`src/rtl/serial_and_reducer.sv`:
```
// serial_and_reducer: bit-serial AND reduction of a LENGTH-bit frame.
//
// Bits arrive one per cycle over a valid/ready handshake, with bit 0 first.
// Each accepted bit is ANDed into a running accumulator. The 1-bit result is
// then offered on a valid/ready output handshake. Between frames there is one
// bubble cycle, because in_ready rises only after the result has been taken.
//
// Optional build macro: SERIAL_AND_FIRST_ZERO_EN adds the first_zero output,
// which holds the index of the first 0 bit, or LENGTH when every bit was 1.
//
// Ports:
//   clk        system clock, rising edge
//   rst_n      asynchronous active-low reset
//   clr        synchronous abort of the frame in progress; overrides any transfer
//   in_valid   in_bit is valid this cycle
//   in_ready   block can accept a bit this cycle
//   in_bit     serial data bit
//   out_valid  y is valid
//   out_ready  downstream accepts y
//   y          AND of all LENGTH bits of the completed frame
//   bit_cnt    number of bits accepted in the current frame
//   first_zero (macro only) index of the first 0 bit, or LENGTH when none
module serial_and_reducer #(
  parameter int unsigned LENGTH = 8,
  localparam int unsigned CNT_W = $clog2(LENGTH + 1)
) (
  input  logic             clk,
  input  logic             rst_n,
  input  logic             clr,
  input  logic             in_valid,
  output logic             in_ready,
  input  logic             in_bit,
  output logic             out_valid,
  input  logic             out_ready,
  output logic             y,
  output logic [CNT_W-1:0] bit_cnt
`ifdef SERIAL_AND_FIRST_ZERO_EN
  ,
  output logic [CNT_W-1:0] first_zero
`endif
);

  localparam logic StAccum = 1'b0;
  localparam logic StDone  = 1'b1;

  localparam logic [CNT_W-1:0] CntLast = CNT_W'(LENGTH - 1);
  localparam logic [CNT_W-1:0] CntLen  = CNT_W'(LENGTH);

  logic             state_q, state_d;
  logic             acc_q, acc_d;
  logic [CNT_W-1:0] cnt_q, cnt_d;
  logic             out_valid_q, out_valid_d;
  logic             y_q, y_d;

`ifdef SERIAL_AND_FIRST_ZERO_EN
  logic             seen_zero_q, seen_zero_d;
  logic [CNT_W-1:0] zero_idx_q, zero_idx_d;
  logic [CNT_W-1:0] first_zero_q, first_zero_d;
`endif

  always_comb begin
    state_d     = state_q;
    acc_d       = acc_q;
    cnt_d       = cnt_q;
    out_valid_d = out_valid_q;
    y_d         = y_q;
`ifdef SERIAL_AND_FIRST_ZERO_EN
    seen_zero_d  = seen_zero_q;
    zero_idx_d   = zero_idx_q;
    first_zero_d = first_zero_q;
`endif
    if (clr) begin
      // Abort wins over both handshakes. y and first_zero keep their old values.
      state_d     = StAccum;
      acc_d       = 1'b1;
      cnt_d       = '0;
      out_valid_d = 1'b0;
`ifdef SERIAL_AND_FIRST_ZERO_EN
      seen_zero_d = 1'b0;
`endif
    end else if (state_q == StAccum) begin
      if (in_valid) begin
        acc_d = acc_q & in_bit;
        cnt_d = cnt_q + CNT_W'(1);
`ifdef SERIAL_AND_FIRST_ZERO_EN
        if (!in_bit && !seen_zero_q) begin
          seen_zero_d = 1'b1;
          zero_idx_d  = cnt_q;
        end
`endif
        if (cnt_q == CntLast) begin
          y_d         = acc_q & in_bit;
          out_valid_d = 1'b1;
          state_d     = StDone;
`ifdef SERIAL_AND_FIRST_ZERO_EN
          // If the final bit is the first zero, it is not yet in zero_idx_q.
          first_zero_d = seen_zero_q ? zero_idx_q : (in_bit ? CntLen : cnt_q);
`endif
        end
      end
    end else if (out_ready) begin
      state_d     = StAccum;
      acc_d       = 1'b1;
      cnt_d       = '0;
      out_valid_d = 1'b0;
`ifdef SERIAL_AND_FIRST_ZERO_EN
      seen_zero_d = 1'b0;
`endif
    end
  end

  always_ff @(posedge clk or negedge rst_n) begin
    if (!rst_n) begin
      state_q     <= StAccum;
      acc_q       <= 1'b1;
      cnt_q       <= '0;
      out_valid_q <= 1'b0;
      y_q         <= 1'b0;
`ifdef SERIAL_AND_FIRST_ZERO_EN
      seen_zero_q  <= 1'b0;
      zero_idx_q   <= '0;
      first_zero_q <= CntLen;
`endif
    end else begin
      state_q     <= state_d;
      acc_q       <= acc_d;
      cnt_q       <= cnt_d;
      out_valid_q <= out_valid_d;
      y_q         <= y_d;
`ifdef SERIAL_AND_FIRST_ZERO_EN
      seen_zero_q  <= seen_zero_d;
      zero_idx_q   <= zero_idx_d;
      first_zero_q <= first_zero_d;
`endif
    end
  end

  assign in_ready  = (state_q == StAccum);
  assign out_valid = out_valid_q;
  assign y         = y_q;
  assign bit_cnt   = cnt_q;
`ifdef SERIAL_AND_FIRST_ZERO_EN
  assign first_zero = first_zero_q;
`endif

endmodule

```
`config.mk`:
```
export PLATFORM = sky130hd
export DESIGN_NAME = serial_and_reducer
export DESIGN_NICKNAME = d
export VERILOG_FILES = /design/src/rtl/serial_and_reducer.sv
export SDC_FILE = /design/constraint.sdc
export NUM_CORES = 1
export LEC_CHECK = 0
export BUFFER_PORTS_ARGS = -buffer_cell sky130_fd_sc_hd__buf_2
export CAP_MARGIN = 25
export CORE_AREA = 4 4 41 43
export CTS_CLUSTER_DIAMETER = 200
export DETAILED_ROUTE_END_ITERATION = 10
export DIE_AREA = 0 0 45 47
export SLEW_MARGIN = 20
export SYNTH_ARGS = -nofsm -noshare
export SYNTH_HDL_FRONTEND = slang
export SYNTH_SLANG_ARGS = --single-unit
```
`constraint.sdc`:
```
create_clock -name clk -period 1.26 [get_ports clk]
set_input_delay 0.126 -clock clk [delete_from_list [all_inputs] [get_ports clk]]
set_output_delay 0.126 -clock clk [all_outputs]
set_load 0.02 [all_outputs]
```
==> run_summary.xml <==
<?xml version="1.0" encoding="UTF-8"?>
<metrics>
  <group name="run_status">
    <metric name="outcome" unit="">complete, no violations</metric>
  </group>
  <group name="grt">
    <metric name="globalRouteMet2Util" unit="%">16.9</metric>
    <metric name="overall_global_routing_usage" unit="%">11.6</metric>
    <metric name="grt_first_pass_wirelength" unit="um">1640</metric>
    <metric name="grt_antenna_before_repair" unit="">0</metric>
    <metric name="grt_pass1_vias" unit="">349</metric>
    <metric name="grt_busiest_layer" unit="">met2</metric>
    <metric name="grt.met3_usage" unit="%">5.75</metric>
    <metric name="grt_max_degree" unit="">9</metric>
    <metric name="met1_usage" unit="%">13.7</metric>
    <metric name="overflow" unit="">0</metric>
  </group>
  <group name="clock_network">
    <metric name="tritoncts" unit="">done</metric>
    <metric name="number_of_buffers_added_by_the_clock_tree_synthesis_step" unit="">3</metric>
    <metric name="ctsRootBufferMaster" unit="">clkbuf_4</metric>
    <metric name="cts_post_setup_buffers_inserted" unit="">0</metric>
    <metric name="level_count_of_the_clock_h_tree" unit="">1</metric>
    <metric name="clkTransAtPathRegs" unit="ps">60</metric>
    <metric name="cts_buffer_depth" unit="">2</metric>
    <metric name="tritoncts_num_sinks" unit="">8</metric>
    <metric name="clock_insertion_delay_worst_skew" unit="ps">260</metric>
  </group>
  <group name="drt">
    <metric name="detail_route.first_pass.iterations" unit="">2</metric>
    <metric name="drtIter0Drc" unit="">2</metric>
    <metric name="detail-route-antenna-nets" unit="">0</metric>
    <metric name="drt_wl_total" unit="um">995</metric>
    <metric name="viasPerCell" unit="">4.92</metric>
    <metric name="drc_errors" unit="">0</metric>
    <metric name="wl_per_cell" unit="um">12.9</metric>
    <metric name="dr_total_vias" unit="">379</metric>
  </group>
  <group name="placed_design">
    <metric name="place_inst" unit="">72</metric>
    <metric name="postPlaceCellArea" unit="um^2">519</metric>
    <metric name="io_buffers" unit="">12</metric>
    <metric name="hpwl" unit="um">717</metric>
    <metric name="routabilityCongestion" unit="">0.762</metric>
    <metric name="preCtsSetupSlack" unit="ps">88.5</metric>
  </group>
  <group name="critical_path">
    <metric name="critical_path_arrival" unit="ps">1080</metric>
    <metric name="kind_of_critical_path" unit="">flop to output port</metric>
    <metric name="timing.reg2reg.worst_path_depth" unit="">4</metric>
    <metric name="setup.reg_to_reg.worst_slack" unit="ps">90</metric>
    <metric name="timing.critical_path.from_type" unit="">flop</metric>
    <metric name="worst_r2r_dst" unit="">bit_cnt[1]$_DFFE_PN0P_</metric>
    <metric name="worst_ep_required_time" unit="ps">1130</metric>
    <metric name="r2r-start" unit="">bit_cnt[0]$_DFFE_PN0P_</metric>
    <metric name="path_max_fanout" unit="">8</metric>
    <metric name="worst_setup_path_end_kind" unit="">output port</metric>
  </group>
  <group name="timing">
    <metric name="grt_setup_unrepaired" unit="">no</metric>
    <metric name="timing_max_transition_violations_final" unit="">0</metric>
    <metric name="finalSetupViolCount" unit="">0</metric>
    <metric name="setup_clock_skew_after_layout" unit="ps">4.54</metric>
    <metric name="timing.max_slew.rel_slack" unit="%">81.3</metric>
    <metric name="timing.hold.ws" unit="ps">120</metric>
    <metric name="tightest_slew" unit="ps">280</metric>
    <metric name="final_hold_viol_count" unit="">0</metric>
    <metric name="post-route-worst-setup-slack" unit="ps">55.4</metric>
    <metric name="final.min_clock_period" unit="ps">1200</metric>
    <metric name="fmaxAchievable" unit="MHz">830</metric>
    <metric name="fin_tns_setup" unit="ps">0</metric>
    <metric name="final_min_period_over_clock_period" unit="%">95.6</metric>
  </group>
  <group name="power_and_ir_drop">
    <metric name="cellLeakagePower" unit="nW">0.285</metric>
    <metric name="max-vdd-ir-drop" unit="mV">0.471</metric>
    <metric name="fin_total_pwr" unit="mW">0.576</metric>
    <metric name="power.combinational.fraction" unit="%">15.4</metric>
    <metric name="clkPwrFrac" unit="%">36.7</metric>
    <metric name="p_sw" unit="mW">0.144</metric>
    <metric name="cellInternalPower" unit="mW">0.432</metric>
    <metric name="seq_power_share" unit="%">47.9</metric>
    <metric name="power.share.switching" unit="%">25.1</metric>
    <metric name="power-per-cell-area" unit="nW/um^2">1040</metric>
  </group>
  <group name="finish">
    <metric name="drive_gt1_share" unit="%">35.5</metric>
    <metric name="final_area" unit="um^2">556</metric>
    <metric name="seq_area" unit="um^2">203</metric>
    <metric name="mostFrequentLayoutCells" unit="">buf_2, dfrtp_1, a21oi_1</metric>
    <metric name="num-fill-cells" unit="">140</metric>
    <metric name="layout-area-overhead-vs-synth" unit="%">31.0</metric>
    <metric name="antenna_fix_cells" unit="">0</metric>
    <metric name="final-instance-count-excl-fill" unit="">77</metric>
    <metric name="num-nets-final" unit="">70</metric>
    <metric name="layout_commonest_cell" unit="">buf_2</metric>
    <metric name="multi_input_logic_area" unit="um^2">211</metric>
    <metric name="fin_util" unit="%">42.7</metric>
  </group>
  <group name="floorplan">
    <metric name="fp.coreArea" unit="um^2">1300</metric>
    <metric name="fp.dieH" unit="um">47</metric>
    <metric name="total_die_area" unit="um^2">2120</metric>
    <metric name="core.rowCount" unit="">13</metric>
    <metric name="initial_core_util" unit="%">32.6</metric>
    <metric name="pin_count" unit="">13</metric>
    <metric name="floorplan.die.width" unit="um">45</metric>
  </group>
  <group name="synth">
    <metric name="syn-mean-instance-area" unit="um^2">9.86</metric>
    <metric name="synth.yosys.warnings" unit="">0</metric>
    <metric name="syn_area" unit="um^2">424</metric>
    <metric name="ys_types" unit="">19</metric>
    <metric name="ys_seq_elements" unit="">8</metric>
    <metric name="synth_fp_nets" unit="">50</metric>
    <metric name="cells_after_synthesis" unit="">43</metric>
    <metric name="synth-seq-area-share" unit="%">47.5</metric>
  </group>
  <group name="hold_path">
    <metric name="timing.hold.worst_path_depth" unit="">2</metric>
    <metric name="min-delay-start" unit="">clr</metric>
    <metric name="hold_end" unit="">bit_cnt[1]$_DFFE_PN0P_</metric>
    <metric name="holdCritPathClass" unit="">input pin to flop</metric>
  </group>
  <group name="flow_run">
    <metric name="max_cap_viol_count" unit="">0</metric>
  </group>
</metrics>
-- Yosys cell counts --
cell	number	area, um^2
dfrtp_1	7	175
inv_1	3	11.3
mux2i_1	2	20.0
and3b_2	2	20.0
dfstp_2	1	26.3
a21oi_1	5	25.0
a21boi_1	1	7.51
nand2b_1	3	18.8
nand3_1	2	10.0
mux2_2	1	11.3
xor2_1	1	8.76
a21boi_0	1	7.51
ha_1	1	12.5
o21ai_0	1	5.00
nand2_1	4	15.0
nand3b_1	3	22.5
nor2_1	3	11.3
a2bb2oi_1	1	8.76
o21bai_1	1	7.51
-- power groups by stage --
| stage | clock (mW) | combinational, mW | sequential (mW) |
|---|---|---|---|
| floorplan | 0 | 0.0324 | 0.292 |
| global placement | 0 | 0.0856 | 0.280 |
| detailed placement | 0 | 0.0863 | 0.280 |
| CTS | 0.225 | 0.0893 | 0.276 |
| global route | 0.234 | 0.0987 | 0.277 |
| finish | 0.212 | 0.0887 | 0.276 |
-- cells by family after synthesis --
kind of cell	count (synthesis)	synth area share, %
AO/OA/AOI/OAI	10	14.5
AND/OR/NAND/NOR	17	23.0
buffers and inverters	3	2.65
multiplexers	3	7.37
flip-flops	8	47.5
adder cells (fa/ha/maj)	1	2.95
XOR/XNOR	1	2.07
-- flip-flops by register name (all words and copies together), names as in the netlist --
register	flops
bit_cnt	4
state_q	1
out_valid	1
y	1
acc_q	1
-- cell type report --
| class | instances | share of cell area, % |
|---|---|---|
| multi-input cells | 32 | 38.1 |
| flip-flops and latches | 8 | 36.5 |
| repair buffers | 15 | 15.3 |
| clock buffers | 4 | 4.73 |
| well taps | 15 | 3.38 |
| inverters | 3 | 2.03 |
-- how the worst max path moves through the flow --
stage	startpoint	endpoint	slack, ps	cells after the start
2_1_floorplan	bit_cnt[1]$_DFFE_PN0P_	bit_cnt[1]$_DFFE_PN0P_	30	4
4_1_cts	state_q$_DFF_PN0_	in_ready	60	2
6_report	state_q$_DFF_PN0_	in_ready	60	2
5_1_grt	state_q$_DFF_PN0_	in_ready	0.07	2
3_3_place_gp	bit_cnt[0]$_DFFE_PN0P_	bit_cnt[2]$_DFFE_PN0P_	90	4
3_5_place_dp	bit_cnt[0]$_DFFE_PN0P_	bit_cnt[2]$_DFFE_PN0P_	90	4
-- layer usage --
metal,vias up,share of wire (%)
met5,-,0
met4,0,2.5
met3,5,5.8
met2,9,45
met1,179,47
li1,186,-
-- critical path: stages (launching register included) --
cell and delay [ps]:
dfrtp_1 500, inv_1 140, buf_2 180
-- timing repair --
| action | in CTS | in global routing |
|---|---|---|
| endpoints found under the hold margin | 8 | 0 |
| endpoints found under the setup margin | 0 | 1 |
| gates resized for setup | 0 | 1 |
| hold buffers | 1 | 0 |
Power figures use the tool's default switching activity.
